## src/rtl/param_proc_pkg.sv

```systemverilog
// Shared encodings for param_proc_core: opcodes, ALU functs, instruction field positions, FSM states.
// Optional single-step state exists only when PARAM_PROC_SINGLE_STEP_EN is defined.
package param_proc_pkg;

  localparam logic [1:0] OP_LOAD  = 2'b00;
  localparam logic [1:0] OP_STORE = 2'b01;
  localparam logic [1:0] OP_MOVE  = 2'b10;
  localparam logic [1:0] OP_ALU   = 2'b11;

  localparam logic [1:0] F_ADD = 2'b00;
  localparam logic [1:0] F_SUB = 2'b01;
  localparam logic [1:0] F_AND = 2'b10;
  localparam logic [1:0] F_NOT = 2'b11;

  localparam int OP_HI  = 7;
  localparam int OP_LO  = 6;
  localparam int X_HI   = 5;
  localparam int X_LO   = 4;
  localparam int Y_HI   = 3;
  localparam int Y_LO   = 2;
  localparam int F_HI   = 1;
  localparam int F_LO   = 0;
  localparam int IMM_HI = 3;
  localparam int IMM_LO = 0;

  localparam logic [2:0] S_IDLE      = 3'd0;
  localparam logic [2:0] S_FETCH     = 3'd1;
  localparam logic [2:0] S_EXEC      = 3'd2;
  localparam logic [2:0] S_EXEC_IMM  = 3'd3;
`ifdef PARAM_PROC_SINGLE_STEP_EN
  localparam logic [2:0] S_STEP_WAIT = 3'd4;
`endif

endpackage

```

## src/rtl/param_proc_alu.sv

```systemverilog
// Combinational DATA_W ALU: ADD/SUB drive carry (carry-out / borrow), AND/NOT report carry=0.
// Zero latency, no flow control.
module param_proc_alu
  import param_proc_pkg::*;
#(
  parameter int DATA_W = 4
) (
  input  logic [DATA_W-1:0] a,
  input  logic [DATA_W-1:0] b,
  input  logic [1:0]        funct,
  output logic [DATA_W-1:0] result,
  output logic              carry
);

  logic [DATA_W:0] sum;
  logic [DATA_W:0] diff;

  always_comb begin
    sum    = {1'b0, a} + {1'b0, b};
    diff   = {1'b0, a} - {1'b0, b};
    result = '0;
    carry  = 1'b0;
    case (funct)
      F_ADD: begin
        result = sum[DATA_W-1:0];
        carry  = sum[DATA_W];
      end
      // Extended subtraction wraps to all-ones in the top bit exactly when a < b.
      F_SUB: begin
        result = diff[DATA_W-1:0];
        carry  = diff[DATA_W];
      end
      F_AND:   result = a & b;
      F_NOT:   result = ~b;
      default: result = '0;
    endcase
  end

endmodule

```

## src/rtl/param_proc_core.sv

```systemverilog
// Button-driven 4-register processor with program memory; PARAM_PROC_SINGLE_STEP_EN adds a STEP_WAIT pause per run instruction.
// Latency: button pulse 3 cycles after press, 1 cycle per immediate op, 2 cycles per stored op; presses while busy are dropped.
module param_proc_core
  import param_proc_pkg::*;
#(
  parameter  int DATA_W     = 4,
  parameter  int PROG_DEPTH = 16,
  localparam int PA_W       = $clog2(PROG_DEPTH)
) (
  input  logic              clk,
  input  logic              clr,
  input  logic [7:0]        sw,
  input  logic [1:0]        btn,
  input  logic              prog_we,
  input  logic [PA_W-1:0]   prog_addr,
  input  logic [7:0]        prog_data,
  input  logic [PA_W:0]     prog_len,
  output logic [DATA_W-1:0] led,
  output logic              carry,
  output logic              busy,
  output logic [PA_W-1:0]   pc
);

  logic [1:0]        btn_s1, btn_s2, btn_prev, btn_pulse;
  logic              user_pulse, run_pulse;
  logic [2:0]        state;
  logic [7:0]        ir;
  logic [PA_W:0]     len_q;
  logic [PA_W:0]     pc_inc;
  logic              last_instr;
  logic [7:0]        mem [PROG_DEPTH];
  logic [DATA_W-1:0] rf [4];

  logic [1:0]        op, x_idx, y_idx, funct;
  logic [DATA_W-1:0] imm_ext;
  logic [DATA_W-1:0] alu_res;
  logic              alu_carry;
  logic              commit;

  // Two-flop synchroniser, then a registered rising-edge pulse.
  always_ff @(posedge clk or posedge clr) begin
    if (clr) begin
      btn_s1    <= '0;
      btn_s2    <= '0;
      btn_prev  <= '0;
      btn_pulse <= '0;
    end else begin
      btn_s1    <= btn;
      btn_s2    <= btn_s1;
      btn_prev  <= btn_s2;
      btn_pulse <= btn_s2 & ~btn_prev;
    end
  end

  assign user_pulse = btn_pulse[0];
  assign run_pulse  = btn_pulse[1];

  // Program memory is deliberately not reset so a loaded program survives clr.
  always_ff @(posedge clk) begin
    if (prog_we) mem[prog_addr] <= prog_data;
  end

  assign op     = ir[OP_HI:OP_LO];
  assign x_idx  = ir[X_HI:X_LO];
  assign y_idx  = ir[Y_HI:Y_LO];
  assign funct  = ir[F_HI:F_LO];
  assign commit = (state == S_EXEC) || (state == S_EXEC_IMM);
  assign busy   = (state != S_IDLE);

  always_comb begin
    imm_ext = '0;
    imm_ext[3:0] = ir[IMM_HI:IMM_LO];
  end

  param_proc_alu #(.DATA_W(DATA_W)) u_alu (
    .a      (rf[x_idx]),
    .b      (rf[y_idx]),
    .funct  (funct),
    .result (alu_res),
    .carry  (alu_carry)
  );

  always_ff @(posedge clk or posedge clr) begin
    if (clr) begin
      for (int i = 0; i < 4; i++) rf[i] <= '0;
      led   <= '0;
      carry <= 1'b0;
    end else if (commit) begin
      case (op)
        OP_LOAD:  rf[x_idx] <= imm_ext;
        OP_STORE: led <= rf[x_idx];
        OP_MOVE:  rf[x_idx] <= rf[y_idx];
        default: begin
          rf[x_idx] <= alu_res;
          if (funct == F_ADD || funct == F_SUB) carry <= alu_carry;
        end
      endcase
    end
  end

  assign pc_inc     = {1'b0, pc} + (PA_W + 1)'(1);
  assign last_instr = (pc_inc == len_q);

  always_ff @(posedge clk or posedge clr) begin
    if (clr) begin
      state <= S_IDLE;
      pc    <= '0;
      ir    <= '0;
      len_q <= '0;
    end else begin
      case (state)
        // Run takes priority; a run with zero length swallows both pulses.
        S_IDLE: begin
          if (run_pulse) begin
            if (prog_len != '0) begin
              len_q <= prog_len;
              pc    <= '0;
              state <= S_FETCH;
            end
          end else if (user_pulse) begin
            ir    <= sw;
            state <= S_EXEC_IMM;
          end
        end
        S_FETCH: begin
          ir    <= mem[pc];
          state <= S_EXEC;
        end
        S_EXEC: begin
          if (last_instr) begin
            state <= S_IDLE;
          end else begin
            pc <= pc_inc[PA_W-1:0];
`ifdef PARAM_PROC_SINGLE_STEP_EN
            state <= S_STEP_WAIT;
`else
            state <= S_FETCH;
`endif
          end
        end
        S_EXEC_IMM: state <= S_IDLE;
`ifdef PARAM_PROC_SINGLE_STEP_EN
        S_STEP_WAIT: begin
          if (run_pulse)       state <= S_IDLE;
          else if (user_pulse) state <= S_FETCH;
        end
`endif
        default: state <= S_IDLE;
      endcase
    end
  end

endmodule

```

## config.mk

```make
export PLATFORM = sky130hd
export DESIGN_NAME = param_proc_core
export DESIGN_NICKNAME = d
export VERILOG_FILES = /design/src/rtl/param_proc_pkg.sv /design/src/rtl/param_proc_alu.sv /design/src/rtl/param_proc_core.sv
export SDC_FILE = /design/constraint.sdc
export NUM_CORES = 1
export LEC_CHECK = 0
export BUFFER_PORTS_ARGS = -buffer_cell sky130_fd_sc_hd__buf_2
export CORE_ASPECT_RATIO = 0.7
export CORE_UTILIZATION = 42
export DETAILED_ROUTE_END_ITERATION = 10
export GPL_TIMING_DRIVEN = 0
export PLACE_DENSITY = 0.68
export SLEW_MARGIN = 20
export SYNTH_ARGS = -nofsm -noshare
export SYNTH_HDL_FRONTEND = slang
export SYNTH_SLANG_ARGS = --single-unit
```

## constraint.sdc

```tcl
create_clock -name clk -period 3.6 [get_ports clk]
set_input_delay 0.54 -clock clk [delete_from_list [all_inputs] [get_ports clk]]
set_output_delay 0.54 -clock clk [all_outputs]
set_load 0.02 [all_outputs]
```

======== Yosys cells after proc, flatten, opt, wreduce, memory -nomap -nowiden ========
Memory sizes are Yosys's and may differ from the RTL's.
Index checks and enable logic that the tools add are counted.
storage, ports and cells
  flip-flop bits (word level) ............. 49
  bits in latches ......................... 0
  RAM bits ................................ 128
  bits in read-only memories .............. 0
  output and inout bits ................... 10
  memories ................................ 1
cells by class
  add/subtract/negate cells ............... 3
  $mul .................................... 0
  divide/modulo/power cells ............... 0
  order comparisons ....................... 3
  eq/ne operators ......................... 16
  shift operators ......................... 0
  mux-type cells .......................... 28
  bitwise operators ....................... 8
  reduce and logical (&&, ||, !) cells .... 18
memories
  name  depth  width  read ports  clocked after Yosys merged registers in  wr ports  RTL line               source
  mem   16     8      1           0                                        1         param_proc_core.sv:31  logic [7:0] mem [PROG_DEPTH];
operator list
  cell                                                                   count
  16-bit bitwise mux                                                     3
  16-bit one-hot mux with 3 select lines                                 1
  4-bit 2-to-1 mux                                                       8
  4-bit binary-select mux with 2-bit select                              2
  8-bit 2-to-1 mux                                                       2
  4-bit one-hot mux with 4 select lines                                  1
  8-bit one-hot mux with 2 select lines                                  1
  2-bit inequality test, second input constant                           5
  3-bit 2-to-1 mux                                                       3
  3-bit one-hot mux with 3 select lines                                  1
  3-bit AND reduction                                                    3
  4-bit demux with 2-bit select                                          1
  4-bit one-hot mux with 2 select lines                                  1
  2-bit equality test, second input constant                             3
  3-bit by 2-bit equality test with 1-bit output, second input constant  2
  3-bit >= comparator, second input constant                             2
  3-bit inequality test, second input constant                           2
  2-bit NOT with 3-bit output                                            2
  2-bit AND reduction                                                    3
  4-bit by 1-bit adder with 5-bit output, second input constant          1
  4-bit by 4-bit adder with 5-bit output                                 1
  5-bit equality test                                                    1
  5-bit nonzero test                                                     1
  4-bit by 4-bit subtractor with 5-bit output                            1
  other kinds (18)                                                       25

======== Depth between registers and ports, before layout ========
Gate-level depths: netlist (run 1).
  word-level depth ........................ 8
  depth in mapped cells ................... 10

======== By module ========
Synthesis (run 1) repeated with hierarchy kept, for this count alone.
second synthesis, totals
  cells, all modules ...................... 525
  area, all modules ....................... 8011.4 µm²
modules (own cells, without submodules)
  module           instances  cells each  area an instance (µm²)  seq. area each (µm²)
  param_proc_core  1          480         7643.6                  5044.8
  param_proc_alu   1          45          367.9                   0.0

======== Worst setup path after synthesis (run 1) ========
No wires, ideal clock.
  path kind ............................... register to register
  start ................................... register ir[2]
  end ..................................... register (tool-made name)
  arrival ................................. 2.699 ns
  path slack .............................. 0.780 ns
  stages on the path, launching flop included .. 10
  buffers on the path ..................... 1
  period minus slack after synthesis ...... 2.820 ns
  cells stage by stage .................... dfrtp_1 buf_6 mux4_1 ha_1 fa_1 mux2i_1 mux2_2 o21ai_0 o211ai_1 o22a_1
RTL lines
  item                    RTL line                source
  start, declared         param_proc_core.sv:27   logic [7:0] ir;
  start signal, assigned  param_proc_core.sv:121  ir <= sw;
  start signal, assigned  param_proc_core.sv:126  ir <= mem[pc];

==> reports/metrics.json, run 1 <==
{
  "synth_top_area_share": {"value": 47.0, "unit": "%"},
  "start_util": {"value": 43.1, "unit": "%"},
  "cp_data_arrival_time": {"value": 3.72, "unit": "ns"},
  "syn_nets": {"value": 656},
  "area.growth.synth_to_final": {"value": 14.5, "unit": "%"},
  "ys.flop_type": {"value": "sky130_fd_sc_hd__edfxtp_1"},
  "wirelength": {"value": 21.4, "unit": "mm"},
  "later_pin_clock_latency_in_the_skew_report": {"value": 0.45, "unit": "ns"},
  "synth_seq_cells": {"value": 176},
  "yosysWarningCount": {"value": 0},
  "finalWeightedCongestion": {"value": 0.892},
  "max-slew-margin-rel": {"value": 42.8, "unit": "%"},
  "synth-edff-count": {"value": 128},
  "postCtsHoldBufs": {"value": 0},
  "drt-vias-per-instance": {"value": 5.85},
  "overflow": {"value": 0},
  "final.setup.tns": {"value": 0, "unit": "ns"},
  "critical_path_buf_inv_count": {"value": 1},
  "rsz0062_at_grt": {"value": "false"},
  "clock_tree_from_tritoncts": {"value": "yes"},
  "muxShareOfSynthArea": {"value": 12.3, "unit": "%"},
  "fp.dieH": {"value": 119, "unit": "microns"},
  "placed_wire_length_estimate": {"value": 15.0, "unit": "mm"},
  "ir_worst_vdd": {"value": 0.271, "unit": "mV"},
  "cts_sinks": {"value": 176},
  "cts_inserted_buffers": {"value": 17},
  "yosysTopAreaCell": {"value": "sky130_fd_sc_hd__edfxtp_1"},
  "syn_avg_cell_area": {"value": 13.3, "unit": "sq um"},
  "timing.setup.critical_path_class": {"value": "flop to flop"},
  "max-cap-violations": {"value": 0},
  "grt_pass1_wl": {"value": 32.6, "unit": "mm"},
  "fin_hold_ws": {"value": 0.106, "unit": "ns"},
  "worstMarginPinSlew": {"value": 0.855, "unit": "ns"},
  "synth-xor-area-share": {"value": 0.642, "unit": "%"},
  "drtAntennaViolNets": {"value": 0},
  "ys_types": {"value": 60},
  "post_synth_fa_ha_maj_area_fraction": {"value": 1.87, "unit": "%"},
  "synth_compound_area_share": {"value": 12.5, "unit": "%"},
  "grt_antenna_before_repair": {"value": 0},
  "die-width": {"value": 169, "unit": "microns"},
  "place_ws": {"value": 0.270, "unit": "ns"},
  "ctsLongestPathBuffers": {"value": 2},
  "cts-htree-levels": {"value": 4},
  "number_of_global_route_vias_before_repair": {"value": 5413},
  "synth.top_cells.by_area": {"value": "sky130_fd_sc_hd__edfxtp_1, sky130_fd_sc_hd__dfrtp_1, sky130_fd_sc_hd__mux2i_1, sky130_fd_sc_hd__mux2_2, sky130_fd_sc_hd__a211oi_1"},
  "asyncSetResetFlopFracSynth": {"value": 27.3, "unit": "%"},
  "antenna_cells": {"value": 0},
  "fin_skew": {"value": 0.0146, "unit": "ns"},
  "cp_data_required_time": {"value": 3.93, "unit": "ns"},
  "standard_cell_core_area": {"value": 19000, "unit": "sq um"},
  "powerDensity": {"value": 494, "unit": "nW/um^2"},
  "synthTopCellsByCount": {"value": "sky130_fd_sc_hd__edfxtp_1, sky130_fd_sc_hd__dfrtp_1, sky130_fd_sc_hd__mux2i_1"},
  "netlist_instances": {"value": 615},
  "run_status": {"value": "finished, final reports clean"},
  "worst_setup_hold_path_clk_slew": {"value": 0.08, "unit": "ns"},
  "timing_hold_violations_final": {"value": 0},
  "setup.worst_path.start_class": {"value": "flop"},
  "synth_simple_gate_area_share": {"value": 8.27, "unit": "%"},
  "syn_area": {"value": 8180, "unit": "sq um"},
  "vias": {"value": 5563},
  "power_leakage": {"value": 0.00330, "unit": "uW"},
  "drive_above_1_share": {"value": 19.9, "unit": "%"},
  "hold_wc_path_type": {"value": "primary input to async pin"},
  "setup_violations": {"value": 0},
  "drt_pre_antenna_iters": {"value": 5},
  "synth.yosys.seq_area_share": {"value": 61.6, "unit": "%"},
  "ioPinCount": {"value": 40},
  "drc_errors": {"value": 0},
  "min_period_over_period": {"value": 94.1, "unit": "%"},
  "cts-root-buf": {"value": "sky130_fd_sc_hd__clkbuf_16"},
  "timing.critical_path.max_delay_family": {"value": "multiplexers"},
  "timing.critical_path.fanout_max": {"value": 10},
  "grt_start_max_net_pins": {"value": 30},
  "finalCriticalPeriod": {"value": 3.39, "unit": "ns"},
  "fmax": {"value": 295, "unit": "MHz"},
  "combinational_family_with_the_most_area_after_synthesis": {"value": "compound AO/OA/AOI/OAI gates"},
  "utilization": {"value": 49.4, "unit": "%"},
  "timing.final.max_slew_violations": {"value": 0},
  "std_cell_rows": {"value": 42},
  "cp_cell_sequence": {"value": "buf_6 -> mux4_1 -> ha_1 -> fa_1 -> mux2i_1 -> mux2_2 -> o21ai_0 -> o211ai_1 -> o22a_1"},
  "finalNetCount": {"value": 715},
  "cpMaxStageDelayCell": {"value": "sky130_fd_sc_hd__mux4_1"},
  "port_buffers": {"value": 39},
  "end_kind": {"value": "flop"},
  "detail_route.iter0.violations": {"value": 601},
  "timing.critical_path.slowest_cell_delay": {"value": 0.72, "unit": "ns"},
  "post_drt_wl_per_cell": {"value": 22.5, "unit": "microns"},
  "die-area": {"value": 20100, "unit": "sq um"},
  "track_usage": {"value": 22.5, "unit": "%"},
  "worst_slack": {"value": 0.211, "unit": "ns"},
  "synthMostInstantiatedCell": {"value": "sky130_fd_sc_hd__edfxtp_1"}
}
## cells by family (layout without fill, tap and decap cells)
family / Yosys count / in the layout
buf+inv: 53 / 125
simple gates: 136 / 136
mux: 84 / 84
compound gates: 149 / 149
xor+xnor: 6 / 6
flops: 176 / 176
fa+ha+maj: 11 / 11
## cell type report
type                    instances  area, sq um
plain buffers                  36          163
fillers                      1646         9600
clock inverters                15          198
flip-flops and latches        176         5040
clock buffers                  17          425
repair buffers                 40          215
inverters                      17         63.8
well taps                     264          330
multi-input cells             386         2930
## registers in the layout, indices dropped and copies added, names as in the netlist, named ones only
register	flops
mem	128
pc	4
btn_s1	2
carry	1
led	4
ir	8
len_q	5
btn_prev	2
btn_s2	2
btn_pulse	2
state	2
## metrics by stage
step / instances / cell area [sq um] / total power (uW)
floorplan: 615 / 8180 / 2580
global placement: 918 / 8710 / 2700
detailed placement: 919 / 8730 / 2720
CTS: 951 / 9360 / 4640
global route: 951 / 9370 / 4780
finish: 951 / 9370 / 4630
## where the power goes
group          switching, uW  internal [uW]  total (uW)
combinational            235            158         393
sequential              40.8           2250        2290
clock                    927           1020        1940
total                   1200           3420        4630
## what timing repair did
item                       in CTS  in global routing
setup endpoints to repair       0                  1
buffers inserted                0                  0
gates resized for setup         0                  2
## placed cells by master, fill, tap and decap left out, drive strengths merged, types with 3 or more instances in the layout
cell | Yosys | routed
nand2 | 25 | 25
buf | 15 | 55
dfrtp | 48 | 48
mux2i | 42 | 42
a211oi | 26 | 26
edfxtp | 128 | 128
clkbuf | 21 | 38
ha | 9 | 9
nor2b | 22 | 22
nor2 | 39 | 39
mux2 | 33 | 33
o221ai | 8 | 8
o21ai | 37 | 37
o211ai | 6 | 6
o21a | 3 | 3
nor3 | 12 | 12
o31ai | 4 | 4
xnor2 | 4 | 4
a21oi | 18 | 18
nand2b | 10 | 10
and2 | 4 | 4
o22ai | 12 | 12
o32ai | 16 | 16
clkinv | 0 | 3
inv | 17 | 28
mux4 | 9 | 9
nand3 | 10 | 10
## worst paths after layout
check,start,endpoint,slack [ns],depth (start not counted)
max,ir[2]$_DFFE_PP0P_,flop,0.21,9
min,clr,btn_pulse[1]$_DFF_PP0_,0.11,2
max reg2reg,ir[2]$_DFFE_PP0P_,flop,0.21,9
min reg2reg,btn_s1[1]$_DFF_PP0_,btn_s2[1]$_DFF_PP0_,0.35,0
max in group asynchronous,clr,ir[1]$_DFFE_PP0P_,2.97,3
min in group clk,btn[1],btn_s1[1]$_DFF_PP0_,0.20,1
## layer usage
metal / vias to the layer above / global-route usage [%] / wire [microns]
li1: 2489 / - / -
met1: 2779 / 33.9 / 9860
met2: 282 / 31.9 / 9110
met3: 13 / 6.60 / 2200
met4: 0 / 4.49 / 180
met5: - / 0 / 0
Power figures use the tool's default switching activity.
==> inputs of run 2 (changes only) <==
Settings changed: CORE_ASPECT_RATIO 0.7 to 0.6, CORE_MARGIN from default to 1.5, SLEW_MARGIN 20 to 25.
==> reports/metrics.json, run 2 (synthesis results as in run 1) <==
{
  "grt_antenna_before_repair": {"value": 0},
  "drive_above_1_share": {"value": 19.9, "unit": "%"},
  "track_usage": {"value": 22.1, "unit": "%"},
  "drc_errors": {"value": 0},
  "cp_data_required_time": {"value": 3.93, "unit": "ns"},
  "timing_hold_violations_final": {"value": 0},
  "layout_common_cells": {"value": "sky130_fd_sc_hd__edfxtp_1, sky130_fd_sc_hd__buf_2, sky130_fd_sc_hd__dfrtp_1"},
  "port_buffers": {"value": 39},
  "die-width": {"value": 183, "unit": "microns"},
  "powerDensity": {"value": 487, "unit": "nW/um^2"},
  "drtAntennaViolNets": {"value": 0},
  "post_drt_wl_per_cell": {"value": 22.4, "unit": "microns"},
  "end_kind": {"value": "flop"},
  "area.growth.synth_to_final": {"value": 14.4, "unit": "%"},
  "final_common_cell": {"value": "sky130_fd_sc_hd__edfxtp_1"},
  "fmax": {"value": 294, "unit": "MHz"},
  "min_period_over_period": {"value": 94.6, "unit": "%"},
  "clock_tree_from_tritoncts": {"value": "yes"},
  "max-slew-margin-rel": {"value": 48.6, "unit": "%"},
  "top_flop_regs": {"value": "mem x128, ir x8, len_q x5"},
  "setup.worst_path.start_class": {"value": "flop"},
  "vias": {"value": 5588},
  "p_sw": {"value": 1200, "unit": "uW"},
  "cellInternalPower": {"value": 3350, "unit": "uW"},
  "finalCriticalPeriod": {"value": 3.41, "unit": "ns"},
  "place_inst": {"value": 921},
  "antenna_cells": {"value": 0},
  "largest_register_by_flop_count": {"value": "mem"},
  "setup_violations": {"value": 0},
  "fillers": {"value": 1660},
  "grt_start_max_net_pins": {"value": 28},
  "run_status": {"value": "finished, final reports clean"},
  "cts_inserted_buffers": {"value": 17},
  "fp.dieH": {"value": 111, "unit": "microns"},
  "swShare": {"value": 26.4, "unit": "%"},
  "timing.setup.critical_path_class": {"value": "flop to flop"},
  "postCtsHoldBufs": {"value": 0},
  "clock_group_share_of_total_power": {"value": 40.9, "unit": "%"},
  "worst_setup_hold_path_clk_slew": {"value": 0.07, "unit": "ns"},
  "max-cap-violations": {"value": 0},
  "finalNetCount": {"value": 715},
  "drt_pre_antenna_iters": {"value": 5},
  "finalWeightedCongestion": {"value": 0.932},
  "cp_data_arrival_time": {"value": 3.73, "unit": "ns"},
  "standard_cell_core_area": {"value": 19100, "unit": "sq um"},
  "wirelength": {"value": 21.3, "unit": "mm"},
  "drt-vias-per-instance": {"value": 5.86},
  "start_util": {"value": 42.9, "unit": "%"},
  "die-area": {"value": 20400, "unit": "sq um"},
  "number_of_global_route_vias_before_repair": {"value": 5468},
  "ir_worst_vdd": {"value": 0.330, "unit": "mV"},
  "placed_wire_length_estimate": {"value": 15.2, "unit": "mm"},
  "timing.final.max_slew_violations": {"value": 0},
  "ioPinCount": {"value": 40},
  "overflow": {"value": 0},
  "cts-root-buf": {"value": "sky130_fd_sc_hd__clkbuf_16"},
  "fin_skew": {"value": 0.0138, "unit": "ns"},
  "worstMarginPinSlew": {"value": 0.768, "unit": "ns"},
  "final.setup.tns": {"value": 0, "unit": "ns"},
  "ctsLongestPathBuffers": {"value": 2},
  "cts_sinks": {"value": 176},
  "timing.critical_path.fanout_max": {"value": 10},
  "cts-htree-levels": {"value": 4},
  "share_seq_of_total_power": {"value": 50.3, "unit": "%"},
  "grt_pass1_wl": {"value": 33.2, "unit": "mm"},
  "later_pin_clock_latency_in_the_skew_report": {"value": 0.44, "unit": "ns"},
  "std_cell_rows": {"value": 39},
  "combPwrFrac": {"value": 8.8, "unit": "%"},
  "final-instance-count-excl-fill": {"value": 953},
  "hold_wc_path_type": {"value": "primary input to async pin"},
  "rsz0062_at_grt": {"value": "false"},
  "number_of_flip_flops_in_the_largest_register": {"value": 128},
  "power_leakage": {"value": 0.00329, "unit": "uW"},
  "detail_route.iter0.violations": {"value": 579}
}
## run 2: changes by cell type in the layout (fill, tap and decap cells not counted), sizes merged
| cell | previous run | this run |
|---|---|---|
| bufinv | 1 | 0 |
| clkinv | 3 | 8 |
| clkinvlp | 0 | 1 |
| inv | 28 | 23 |
## run 2: worst max-delay path, stage by stage, from the launching register on
cell,delay (ns)
sky130_fd_sc_hd__dfrtp_1,0.35
sky130_fd_sc_hd__buf_6,0.16
sky130_fd_sc_hd__mux4_1,0.75
sky130_fd_sc_hd__ha_1,0.32
sky130_fd_sc_hd__fa_1,0.43
sky130_fd_sc_hd__mux2i_1,0.17
sky130_fd_sc_hd__mux2_2,0.37
sky130_fd_sc_hd__o21ai_0,0.29
sky130_fd_sc_hd__o211ai_1,0.24
sky130_fd_sc_hd__o22a_1,0.22
## run 2: area by class of cell
class | instances | area [sq um] | area share (%)
sequential | 176 | 5040 | 53.9
clock inverter | 15 | 188 | 2.00
timing repair buffer | 40 | 215 | 2.30
tap | 266 | 333 | 3.55
multi-input combinational | 386 | 2930 | 31.3
inverter | 17 | 63.8 | 0.681
clock buffer | 17 | 425 | 4.54
buffer | 36 | 163 | 1.74
## run 2: routing by layer
layer | vias to the layer above | track usage (%) | wire length (microns)
met5 | - | 0 | 0
met4 | 0 | 5.46 | 250
met3 | 23 | 6.18 | 2070
met2 | 277 | 28.9 | 8550
met1 | 2803 | 35.4 | 10400
li1 | 2485 | - | -
## run 2: what timing repair did
action                                  CTS  global route
endpoints found under the setup margin    0             2
buffers inserted                          0             0
gates resized for setup                   0             2
hold endpoints to repair                  0             0
## run 2: path summary, 6_finish.rpt
path | cells past startpoint | from | endpoint | slack (ns)
worst min-delay path | 2 | clr | state[1]$_DFFE_PP0P_ | 0.12
worst min register to register | 0 | btn_s1[0]$_DFF_PP0_ | btn_s2[0]$_DFF_PP0_ | 0.36
worst max-delay path | 9 | ir[2]$_DFFE_PP0P_ | flop | 0.19
min in group clk | 1 | btn[0] | btn_s1[0]$_DFF_PP0_ | 0.20
max in group asynchronous | 3 | clr | ir[0]$_DFFE_PP0P_ | 2.95
worst max register to register | 9 | ir[2]$_DFFE_PP0P_ | flop | 0.19
## run 2: stage by stage
step / setup WS (ns) / hold WS (ns) / power (uW) / utilization, % / cell area, sq um
4_1_cts: 0.187 / 0.134 / 4570 / 49.1 / 9360
3_3_place_gp: 0.304 / 0.332 / 2700 / 45.7 / 8710
2_1_floorplan: 0.780 / 0.331 / 2580 / - / 8180
5_1_grt: 0.0347 / 0.147 / 4710 / 49.1 / 9370
3_5_place_dp: 0.209 / 0.338 / 2730 / 45.8 / 8750
6_report: 0.193 / 0.116 / 4560 / 49.1 / 9370
## run 2: power groups by stage
stage / combinational (uW) / sequential (uW) / clock, uW
floorplan: 243 / 2330 / 0
global placement: 373 / 2330 / 0
detailed placement: 394 / 2330 / 0
CTS: 396 / 2290 / 1880
global route: 438 / 2300 / 1970
finish: 400 / 2290 / 1860
